### src/rtl/fpu_dot_sequencer.sv
// Dot-product sequencer driving a multiplier FPU and an adder FPU over strobe/ack handshakes.
// Optional: define FPU_DOT_FIRST_BYPASS_EN to load the first product straight into the accumulator.
module fpu_dot_sequencer #(
    parameter int VECTOR_LEN = 4
) (
    input  logic        clk,
    input  logic        rst,
    input  logic        start,
    output logic        busy,
    input  logic [31:0] elem_a,
    input  logic [31:0] elem_b,
    input  logic        elem_stb,
    output logic        elem_ack,
    output logic [31:0] mul_input_a,
    output logic [31:0] mul_input_b,
    output logic        mul_input_stb,
    input  logic        mul_input_ack,
    input  logic [31:0] mul_output_z,
    input  logic        mul_output_stb,
    output logic        mul_output_ack,
    output logic [31:0] add_input_a,
    output logic [31:0] add_input_b,
    output logic        add_input_stb,
    input  logic        add_input_ack,
    input  logic [31:0] add_output_z,
    input  logic        add_output_stb,
    output logic        add_output_ack,
    output logic [31:0] result_z,
    output logic        result_stb,
    input  logic        result_ack
);

    localparam int CW = $clog2(VECTOR_LEN + 1);

    typedef enum logic [2:0] {
        IDLE,
        GET_ELEM,
        MUL_SEND,
        MUL_WAIT,
        ADD_SEND,
        ADD_WAIT,
        OUT
    } state_t;

    state_t          state;
    state_t          state_nx;
    logic [31:0]     acc;
    logic [31:0]     prod;
    logic [CW-1:0]   cnt;
    logic [CW-1:0]   cnt_inc;
    logic            last;
    logic            first;

    assign cnt_inc = cnt + 1'b1;
    assign last    = (cnt_inc == CW'(VECTOR_LEN));
    assign first   = (cnt == '0);

    assign busy           = (state != IDLE);
    assign elem_ack       = (state == GET_ELEM);
    assign mul_input_stb  = (state == MUL_SEND);
    assign mul_output_ack = (state == MUL_WAIT);
    assign add_input_stb  = (state == ADD_SEND);
    assign add_output_ack = (state == ADD_WAIT);
    assign result_stb     = (state == OUT);

    assign add_input_a = acc;
    assign add_input_b = prod;
    // The accumulator is only cleared by start, so the result persists in IDLE.
    assign result_z    = acc;

    always_ff @(posedge clk or negedge rst) begin
        if (!rst) begin
            state <= IDLE;
        end else begin
            state <= state_nx;
        end
    end

    always_comb begin
        state_nx = state;
        unique case (state)
            IDLE: begin
                if (start) state_nx = GET_ELEM;
            end
            GET_ELEM: begin
                if (elem_stb) state_nx = MUL_SEND;
            end
            MUL_SEND: begin
                if (mul_input_ack) state_nx = MUL_WAIT;
            end
            MUL_WAIT: begin
                if (mul_output_stb) begin
                    state_nx = ADD_SEND;
`ifdef FPU_DOT_FIRST_BYPASS_EN
                    if (first) state_nx = last ? OUT : GET_ELEM;
`endif
                end
            end
            ADD_SEND: begin
                if (add_input_ack) state_nx = ADD_WAIT;
            end
            ADD_WAIT: begin
                if (add_output_stb) state_nx = last ? OUT : GET_ELEM;
            end
            OUT: begin
                if (result_ack) state_nx = IDLE;
            end
            default: state_nx = IDLE;
        endcase
    end

    always_ff @(posedge clk or negedge rst) begin
        if (!rst) begin
            acc         <= '0;
            prod        <= '0;
            cnt         <= '0;
            mul_input_a <= '0;
            mul_input_b <= '0;
        end else begin
            unique case (state)
                IDLE: begin
                    if (start) begin
                        acc <= '0;
                        cnt <= '0;
                    end
                end
                GET_ELEM: begin
                    if (elem_stb) begin
                        mul_input_a <= elem_a;
                        mul_input_b <= elem_b;
                    end
                end
                MUL_WAIT: begin
                    if (mul_output_stb) begin
`ifdef FPU_DOT_FIRST_BYPASS_EN
                        if (first) begin
                            acc <= mul_output_z;
                            cnt <= cnt_inc;
                        end else begin
                            prod <= mul_output_z;
                        end
`else
                        prod <= mul_output_z;
`endif
                    end
                end
                ADD_WAIT: begin
                    if (add_output_stb) begin
                        acc <= add_output_z;
                        cnt <= cnt_inc;
                    end
                end
                default: ;
            endcase
        end
    end

endmodule

### config.mk
export PLATFORM = sky130hd
export DESIGN_NAME = fpu_dot_sequencer
export DESIGN_NICKNAME = d
export VERILOG_FILES = /design/src/rtl/fpu_dot_sequencer.sv
export SDC_FILE = /design/constraint.sdc
export NUM_CORES = 1
export LEC_CHECK = 0
export CAP_MARGIN = 0
export CORE_ASPECT_RATIO = 1.25
export CORE_MARGIN = 2
export CORE_UTILIZATION = 40
export CTS_BUF_LIST = sky130_fd_sc_hd__clkbuf_8
export DETAILED_ROUTE_END_ITERATION = 7
export GPL_TIMING_DRIVEN = 0
export PLACE_DENSITY = 0.91
export SETUP_SLACK_MARGIN = 0.1
export SYNTH_ARGS = -nofsm -noshare
export SYNTH_HDL_FRONTEND = slang
export SYNTH_SLANG_ARGS = --single-unit
### constraint.sdc
create_clock -name clk -period 2.9 [get_ports clk]
set_input_delay 0.29 -clock clk [delete_from_list [all_inputs] [get_ports clk]]
set_output_delay 0.29 -clock clk [all_outputs]
set_load 0.01 [all_outputs]
---- Yosys cells after proc, flatten, opt, wreduce, memory -nomap -nowiden ----
Index checks and enable logic that the tools add are counted.
storage, ports and cells
  output and inout port bits .............. 167
  register bits after elaboration ......... 134
  input port bits ......................... 137
cells by class
  multiplexer cells ....................... 15
  add/sub/neg operators ................... 1
  equal/unequal tests ..................... 14
  reductions and logical operators ........ 7
operators by type and width
  kind                   number
  $mux W32               2
  $pmux W32 S2           1
  $mux W3                10
  $pmux W3 S7            1
  $eq A3 B3 Y1 const B   4
  $ne A2 B2 Y1 const B   4
  $reduce_and A7 Y1      1
  $eq A3 B2 Y1 const B   2
  $ne A2 B1 Y1 const B   3
  $pmux W3 S2            1
  $reduce_and A2 Y1      2
  $add A3 B1 Y3 const B  1
  $eq A3 B1 Y1 const B   1
  $logic_not A3 Y1       1
  $reduce_and A3 Y1      1
  $reduce_bool A3 Y1     1
  $reduce_bool A2 Y1     1

---- Logic depth before layout (Yosys ltp) ----
  depth in word-level cells ............... 5
  gate-level depth with buffers ........... 6

---- Least setup slack after synthesis ----
Ideal clock, no wire load.
  kind .................................... reg2reg
  start ................................... register state[1]
  end ..................................... register state[0]
  data arrival time ....................... 1,631 ps
  path slack .............................. 1,142 ps
  setup time .............................. 127 ps
  clock period less this slack ............ 1,758 ps
  required time ........................... 2,773 ps
  cell stages (with the launch flop) ...... 6
  cells stage by stage .................... dfrtp_1 -> buf_6 -> nor3b_1 -> a221o_1 -> a2111o_1 -> mux2_1
on the way
  word-level cells in the longest chain between the ends .. 3
  elaborated cells between the ends (all ways) .. 16
  classes of those cells .................. 13 x eq/ne; 1 x mux; 2 x reduce/logical
RTL lines
  item                                RTL line  source
  start: declaration                  45        state_t state;
  start signal: assignment            75        state <= state_nx;
  $eq A3 B2 Y1 *                      --
  net mul_input_stb                   16        output logic mul_input_stb,
  $ne A2 B1 Y1 (no source line)       --
  $reduce_and A7 Y1 (no source line)  --
Mark *: on every way through the listed nets, which the timed path passes. The rest lies on a longest branch.
A chain may end at the register's enable or synchronous reset.

---- Worst setup path in the final report ----
  start ................................... register state[2]
  end ..................................... output port busy
on the way
  word-level cells in the longest chain between the ends .. 1
RTL lines
  item                RTL line  source
  $reduce_bool A3 Y1  58        assign busy = (state != IDLE);
  end: declaration    9         output logic busy,
No other way between the ends.

==> run metrics <==
number of enable flip-flop cells after synthesis 0; Crit Path Max Fanout 10; met2 Track Usage GR 0.401; Clock power frac 0.179; vias per cell 4.87; hold_ws 0.377 ns; ratio of cells with drive above 1 in the final layout 0.133; FF+latch count, synth 134; syn avg cell area 14.9 um^2; Netlist cell types 35; Layout area overhead 68.5%; Synth area leaders dfrtp_1 (62%), mux2_1 (19%), a22o_1 (5.4%), buf_4 (4.4%), mux2_2 (1.5%); met3 GRT Util 0.0787; Overall Global Routing Usage 0.211; ys async rst share 1.00; clock sinks 134; Mapped Area 0.00540 mm^2; critical path type reg -> out; Place WS 0.790 ns; wire per inst 17.7 um; Worst slew margin 0.565; Pint 6.07 mW; Final Hold Vio Count 0; actual slew at the worst max-slew pin 0.648 ns; Max Cap Viol 0; drt drc 0; global placement routability congestion 0.802; post-synthesis sequential area ratio 0.621; PD cells 976 mW/mm^2; DRT iter0 DRCs 117; top-area cell type share of the netlist area 0.621; CP required 2.61 ns; layout net count 826; final setup TNS 0 ns; startpoint types flop; grt total ovfl 0; Die X 108 um; first-pass detailed-route iteration total 4; unrepaired setup endpoints after global routing no; Finished Layout Cells 871; final worst path period share 0.818; DP Area 0.00868 mm^2; Final Util 0.688; Top Usage Layer GRT met2; DIE HEIGHT 134 um; Synth area leader dfrtp_1; synth cell count leaders dfrtp_1 (134), mux2_1 (92), a22o_1 (33); row cnt 47; crit path time final 2.37 ns; Mapped Nets 502; Post-Route WL 15400 um; leakage power 3.93 nW; Ys Warns 0; Clock Pin Slew Worst Setup and Hold Paths 0.08 ns; Logic pwr share 0.465; Fmax 422 MHz; HP Class in -> async; IO Count 304; setup slack after layout 0.528 ns; number of global-route vias before repair 4643; core area 0.0132 mm^2; initial antenna violation count 0; top-count cell post-synth dfrtp_1; cell area after layout 0.00910 mm^2; CP arrival 2.08 ns; Total Power 8.88 mW; CTS resizes 0; Root Driver clkbuf_8; routed via count 4246; first-pass GRT wire length 23400 um; port bufs 303; met1 usage 0.203; largest net degree at the start of global routing 87; status complete, no violations; clk_lat worst skew 0.42 ns; post-route ant nets 0; Num CTS Buffers 17; Inst Count DP 838; Slew Limit Fails 0; H-tree depth 4; post-detail-place hpwl 12300 um; die area 0.0145 mm^2; clk buf depth 2; Setup Viol. Count Final 0; Final Skew 0.00929 ns; Gate Count Post-Synth 363; Starting Density 0.408; diode count 0; critical path capture point type output port; Synth Flop Type dfrtp_1; Switching Fraction 0.317; Psw 2.82 mW; Max VDD drop 0.502 mV; Flop pwr share 0.356; CTS tree yes
==> critical path, cell delays in order, from the launching register on <==
cell             delay, ns
dfrtp_1               0.40
clkbuf_4              0.19
buf_6                 0.15
or3_2                 0.40
clkdlybuf4s50_1       0.53
==> layout by cell type (no fill, tap or decap), types with 2 or more instances in the layout <==
cell / n
buf_2: 14
nand2b_1: 2
buf_6: 3
a22o_1: 33
inv_1: 3
clkinv_2: 2
and2_1: 2
mux2_1: 92
nor2_1: 4
nor3b_1: 5
clkdlybuf4s50_1: 302
buf_4: 32
inv_6: 3
dfrtp_1: 134
clkbuf_8: 17
ha_1: 2
bufinv_16: 3
clkbuf_1: 4
mux2_2: 7
clkinv_4: 3
nand3_1: 2
and3_1: 3
nand2_1: 3
clkinvlp_4: 3
o21ai_0: 3
==> flip-flops by register name, indices dropped and copies added (netlist names) <==
name         cells
cnt              3
add_input_a     32
mul_input_a     32
state            3
mul_input_b     32
add_input_b     32
==> cells by family (layout without fill, tap and decap cells) <==
group | count (synthesis) | count (layout) | synth area share
AO/OA/AOI/OAI | 42 | 42 | 0.0651
AND/OR/NAND/NOR | 30 | 30 | 0.0341
buffers and inverters | 55 | 392 | 0.0672
flip-flops | 134 | 134 | 0.621
adder cells (fa/ha/maj) | 2 | 2 | 0.00463
XOR/XNOR | 1 | 1 | 0.00162
multiplexers | 99 | 99 | 0.206
==> power by group through the flow <==
stage	logic [mW]	clock network [mW]	registers, mW
2_1_floorplan	1.36	0	3.49
3_3_place_gp	4.03	0	3.12
3_5_place_dp	4.17	0	3.20
4_1_cts	4.19	1.63	3.17
5_1_grt	4.39	1.73	3.26
6_report	4.13	1.59	3.16
==> routing by layer <==
layer  vias to the layer above  routed length (um)
met5                         -                   0
met4                         0                 347
met3                        30                1380
met2                       218                8470
met1                      2093                5200
li1                       1905                   -
==> worst paths after layout <==
check                                       startpoint                           to  slack, ns  depth (start not counted)
max                               state[2]$_DFFE_PN0P_                         busy       0.53                          4
min                                                rst  mul_input_b[10]$_DFFE_PN0P_       0.38                          2
max reg2reg                       state[1]$_DFFE_PN0P_  mul_input_b[16]$_DFFE_PN0P_       0.95                          6
min reg2reg                mul_input_a[24]$_DFFE_PN0P_  mul_input_a[24]$_DFFE_PN0P_       0.49                          1
max in group asynchronous                          rst  add_input_b[20]$_DFFE_PN0P_       1.75                          3
min in group clk                       mul_output_z[7]   add_input_b[7]$_DFFE_PN0P_       0.46                          2
==> final cells by class <==
| class | instances | area (um^2) |
|---|---|---|
| clock inverter | 15 | 179 |
| buffer | 53 | 355 |
| clock buffer | 17 | 234 |
| fill | 926 | 4130 |
| inverter | 2 | 7.51 |
| sequential | 134 | 3350 |
| timing repair buffer | 305 | 3070 |
| multi-input combinational | 174 | 1680 |
| tap | 171 | 214 |
==> what timing repair did <==
item,in CTS,in global routing
setup buffers,0,0
hold endpoints to repair,48,0
hold buffers,1,0
Power figures use the tool's default switching activity.
